`src/rtl/axis_moving_window_integrator.sv`:
```
// Pan-Tompkins moving-window integrator. It averages the last 2**LOG2_WIN accepted squared
// samples and returns one truncated average per accepted beat through a single output register.
module axis_moving_window_integrator #(
  parameter  int DATA_W   = 32,
  parameter  int LOG2_WIN = 5,
  localparam int SUM_W    = DATA_W + LOG2_WIN
) (
  input  logic              clk,
  input  logic              rst_n,
  input  logic              s_axis_tvalid,
  input  logic [DATA_W-1:0] s_axis_tdata,
  output logic              s_axis_tready,
  output logic              m_axis_tvalid,
  output logic [DATA_W-1:0] m_axis_tdata,
  input  logic              m_axis_tready,
  output logic              win_full
);

  localparam int WIN_LEN = 1 << LOG2_WIN;
  localparam logic [LOG2_WIN-1:0] LAST_IDX = '1;

  typedef enum logic {
    FILL = 1'b0,
    RUN  = 1'b1
  } state_e;

  logic [DATA_W-1:0]   win_buf_q [WIN_LEN];
  logic [LOG2_WIN-1:0] wr_ptr_q, wr_ptr_d;
  logic [SUM_W-1:0]    sum_q, sum_d;
  logic [DATA_W-1:0]   m_tdata_q, m_tdata_d;
  logic                m_tvalid_q, m_tvalid_d;
  logic                rdy_en_q;
  logic                win_full_q;
  state_e              state_q;
  logic [DATA_W-1:0]   oldest;
  logic                accept;

  // Truncating divide by the window length; SUM_W guarantees the quotient fits DATA_W.
  function automatic logic [DATA_W-1:0] window_avg(input logic [SUM_W-1:0] s);
    return s[SUM_W-1:LOG2_WIN];
  endfunction

  assign s_axis_tready = rdy_en_q & (~m_tvalid_q | m_axis_tready);
  assign accept        = s_axis_tvalid & s_axis_tready;

  assign m_axis_tvalid = m_tvalid_q;
  assign m_axis_tdata  = m_tdata_q;
  assign win_full      = win_full_q;

  assign oldest = win_buf_q[wr_ptr_q];

  always_comb begin
    sum_d      = sum_q;
    wr_ptr_d   = wr_ptr_q;
    m_tdata_d  = m_tdata_q;
    m_tvalid_d = m_tvalid_q;
    if (accept) begin
      // The buffer entry leaving the window is always part of sum_q, so this never underflows.
      sum_d      = sum_q + SUM_W'(s_axis_tdata) - SUM_W'(oldest);
      wr_ptr_d   = wr_ptr_q + LOG2_WIN'(1);
      m_tdata_d  = window_avg(sum_d);
      m_tvalid_d = 1'b1;
    end else if (m_axis_tready) begin
      m_tvalid_d = 1'b0;
    end
  end

  always_ff @(posedge clk or negedge rst_n) begin
    if (!rst_n) begin
      rdy_en_q   <= 1'b0;
      sum_q      <= '0;
      wr_ptr_q   <= '0;
      m_tdata_q  <= '0;
      m_tvalid_q <= 1'b0;
      state_q    <= FILL;
      win_full_q <= 1'b0;
      for (int i = 0; i < WIN_LEN; i++) begin
        win_buf_q[i] <= '0;
      end
    end else begin
      rdy_en_q   <= 1'b1;
      sum_q      <= sum_d;
      wr_ptr_q   <= wr_ptr_d;
      m_tdata_q  <= m_tdata_d;
      m_tvalid_q <= m_tvalid_d;
      if (accept) begin
        win_buf_q[wr_ptr_q] <= s_axis_tdata;
      end
      // During FILL the write pointer doubles as the accepted-sample count.
      case (state_q)
        FILL: begin
          if (accept && (wr_ptr_q == LAST_IDX)) begin
            state_q    <= RUN;
            win_full_q <= 1'b1;
          end
        end
        RUN: begin
          win_full_q <= 1'b1;
        end
        default: begin
          state_q    <= FILL;
          win_full_q <= 1'b0;
        end
      endcase
    end
  end

endmodule
```
`config.mk`:
```
export PLATFORM = sky130hd
export DESIGN_NAME = axis_moving_window_integrator
export DESIGN_NICKNAME = d
export VERILOG_FILES = /design/src/rtl/axis_moving_window_integrator.sv
export SDC_FILE = /design/constraint.sdc
export NUM_CORES = 2
export LEC_CHECK = 0
export ABC_AREA = 0
export CORE_MARGIN = 3
export CORE_UTILIZATION = 63
export DETAILED_ROUTE_END_ITERATION = 16
export PLACE_DENSITY = 0.8
export SYNTH_ARGS = -nofsm -noshare
export SYNTH_HDL_FRONTEND = slang
export SYNTH_SLANG_ARGS = --single-unit
```
`constraint.sdc`:
```
create_clock -name clk -period 5.6 [get_ports clk]
set_clock_uncertainty 0.05 [all_clocks]
set_input_delay 1.12 -clock clk [delete_from_list [all_inputs] [get_ports clk]]
set_output_delay 1.12 -clock clk [all_outputs]
set_load 0.02 [all_outputs]
```
==> summary.txt <==
Synth
  • Async S/R FF share, synth: 1.00
  • Post-Synth Simple-Gate Area: 0.0227
  • Post-synthesis compound-gate area fraction: 0.0403
  • Main combinational cell family by area after synthesis: multiplexers
  • Register bit total from synthesis: around 1100
  • Multiplexer share of the synthesized area: 0.341
  • Average size of a mapped cell: between 10 and 15 sq um
  • Post-Synthesis Cells: 3456
  • Most used DFF post-synth: dfrtp_1
  • Yosys warns: 0
  • Post-synth EDFFs: 0
  • Post-synthesis adder-cell area fraction: 0.0230
  • Synth Cell Area: 0.0507 sq mm
  • Post-synthesis sequential area ratio: 0.528
  • XOR/XNOR Fraction of Synth Area: 0.00552
  • Net count after synthesis: 3566
  • Unique masters post-synth: 73

STA
  • Period utilization: 0.935
  • RSZ-0062 raised after global routing: false
  • Max-slew violation count: 0
  • Hold Fails Final Rpt: 0
  • Setup Viol. Count Final: 0
  • Final setup margin: about 0.37 ns
  • Rel. slew slack: 0.325
  • Minimum clock period: 5.23 ns
  • Worst slew pin tran: 1.01 ns
  • Setup total negative slack: 0 ns
  • Fmax achieved: 0.191 GHz

Route
  • First-pass iteration count of the detailed router: 7
  • Drt total wl: approximately 140000 microns
  • Vias: 31400
  • DR iter-0 viols: roughly 3200
  • Remaining antenna violation count: 0
  • Wire per inst: 30.9 microns
  • DR DRC count: 0
  • Vias per Instance: 6.83

CTS
  • TritonCTS clock tree: done
  • Clock Sinks: 1070
  • H-tree Lvls: 3
  • Root Driver: clkbuf_16
  • Longest Clk Path Bufs: 3
  • TritonCTS buffer count: 110
  • Post-CTS Setup Inserts: 0
  • CTS resizes: 0
  • Clock slew at reported path FFs: around 0.06 ns
  • Clk_lat worst skew: between 0.6 and 0.7 ns
  • Hold-fix buffer count after cts: 0

Place
  • Dpl hpwl: 87000 microns
  • Placed Cells incl. Taps: approximately 4400
  • DP Area: around 0.053 sq mm
  • DP Worst Slack: around 0.44 ns
  • Gpl congestion: roughly 0.94
  • Count of input and output buffers: 70

Final layout
  • Fillers: 4931
  • Most frequent cells in the layout: dfrtp_1, mux2_2, mux4_2
  • Area growth from synthesis to layout: 12.1%
  • Most common cell after layout, fill and taps aside: dfrtp_1
  • Final net count: 3569
  • Finished Cell Area: 0.0569 sq mm
  • Register area: 0.0268 sq mm
  • Combined area of the multi-input logic cells: 0.0222 sq mm
  • Share of post-route cells with drive strength above 1: 0.464
  • Finished Layout Cells: 4597

Setup path
  • Worst Setup Start Kind: register
  • Crit. End Element: register
  • CP top delay family: compound AO/OA/AOI/OAI gates
  • Buf/Inv on CP: 2
  • Critical-path maximum fanout: 58
  • Worst path slowest cell: dfrtp_4
  • Crit path DAT: about 5.8 ns
  • Class of the most critical setup path: register to register
  • CP required: 6.13 ns
  • Crit-path cells: buf_12 -> mux4_2 -> a22oi_1 -> nand4_1 -> fa_1 -> inv_1 -> ha_1 -> and2_2 -> nand3_1 -> a2111oi_2 -> o21ai_1 -> a31oi_1 -> o21a_1 -> nor3_1 -> o31ai_1
  • Slowest cell delay on critical path: 0.72 ns

Die
  • FP Rows: around 100
  • Initial core utilization: 0.639
  • Die Area: 0.0840 sq mm
  • Core ar.: roughly 0.08 sq mm
  • Die H: 290 microns
  • Top Ports: 71
  • Die X: ~290 microns

GRT
  • Vias in the first global route: 33500
  • Total grt overflow: 0
  • Gr usage total: 0.342
  • Global-route wire length before repair: 216000 microns
  • Initial antenna violation count: 2
  • Largest net degree at the start of global routing: approximately 130

Run status
  • Status: finished, final reports clean

Run
  • Max_cap viols: 0

Power and ir drop
  • Pwr Total: ~34 mW
  • VDD IR max: 0.444 mV
  • Leakage power: 26.5 nW
  • P per Cell Area: 601 mW/mm^2

Worst hold path
  • Min-delay worst type: register to register
==> stage by stage <==
stage	hold WS, ns	util
6_report	0.413	0.716
5_1_grt	0.440	0.716
4_1_cts	0.416	0.716
3_5_place_dp	0.403	0.670
3_3_place_gp	0.380	0.670
2_1_floorplan	0.366	-
==> final timing paths <==
kind                             start              to  slack [ns]  depth (start not counted)
setup reg to reg           wr_ptr_q[1]       sum_q[32]        0.37                         15
max in group asynchronous        rst_n  win_buf_q[692]        3.68                          2
min in group asynchronous        rst_n  win_buf_q[293]        0.49                          1
hold reg to reg               win_full        win_full        0.41                          1
setup / recovery           wr_ptr_q[1]       sum_q[32]        0.37                         15
hold / removal                win_full        win_full        0.41                          1
==> layer usage <==
layer,global-route usage,part of all wire,vias to the layer above
li1,-,-,12600
met1,0.467,0.39,16900
met2,0.529,0.47,1495
met3,0.0856,0.090,410
met4,0.146,0.049,0
met5,0,0,-
==> final cells by class <==
class	instances	share of cell area
clock inverters	43	0.00794
flip-flops and latches	1070	0.471
inverters	137	0.00904
well taps	1050	0.0231
repair buffers	224	0.0410
diodes	1	0.0000440
multi-input cells	1916	0.391
clock buffers	156	0.0567
==> synth_stat cells, types with 3 or more instances <==
master	count	area share
o21ai_0	31	0.0031
nand2_1	74	0.0055
nand2b_1	4	0.00049
o211ai_1	7	0.0010
nand4_1	40	0.0049
a21oi_1	33	0.0033
or3_1	3	0.00037
buf_4	33	0.0049
a211oi_1	4	0.00059
inv_1	135	0.010
dfrtp_1	1070	0.53
a221oi_1	3	0.00052
nor3_1	5	0.00049
and3_1	5	0.00062
mux2_2	985	0.22
o21ai_1	24	0.0024
buf_1	3	0.00022
and2_2	4	0.00059
o2111ai_1	3	0.00052
clkbuf_1	218	0.016
buf_2	77	0.0076
a21o_1	22	0.0033
fa_1	32	0.013
mux4_2	256	0.11
o21a_1	11	0.0016
or2_2	3	0.00037
nand3b_1	4	0.00059
xnor2_1	23	0.0040
a22oi_1	126	0.019
nand3_1	9	0.00089
ha_1	42	0.010
xor2_1	9	0.0016
nor2_1	65	0.0048
mux2_1	41	0.0091
o21bai_1	3	0.00044
a31oi_1	3	0.00037
==> kinds of logic (layout without fill, tap and decap cells) <==
family          count (synthesis)  count (layout)
xor+xnor                       32              32
fa+ha+maj                      74              74
buf+inv                       470             560
flops                        1070            1070
other cells                     1               2
compound gates                292             292
mux                          1282            1282
simple gates                  235             235
==> state kept, by name, summed over array words and instances (netlist names) <==
signal,flops
wr_ptr_q,5
win_full,1
sum_q,37
win_buf_q,1024
state_q,1
m_axis_tvalid,1
rdy_en_q,1
==> where the power goes <==
part | leakage (nW) | switching (mW) | internal (mW) | total, mW
clock | 1.84 | 3.12 | 4.33 | 7.45
sequential | 14.4 | 1.39 | 10.0 | 11.4
combinational | 10.3 | 8.11 | 7.23 | 15.3
Power figures use the tool's default switching activity.
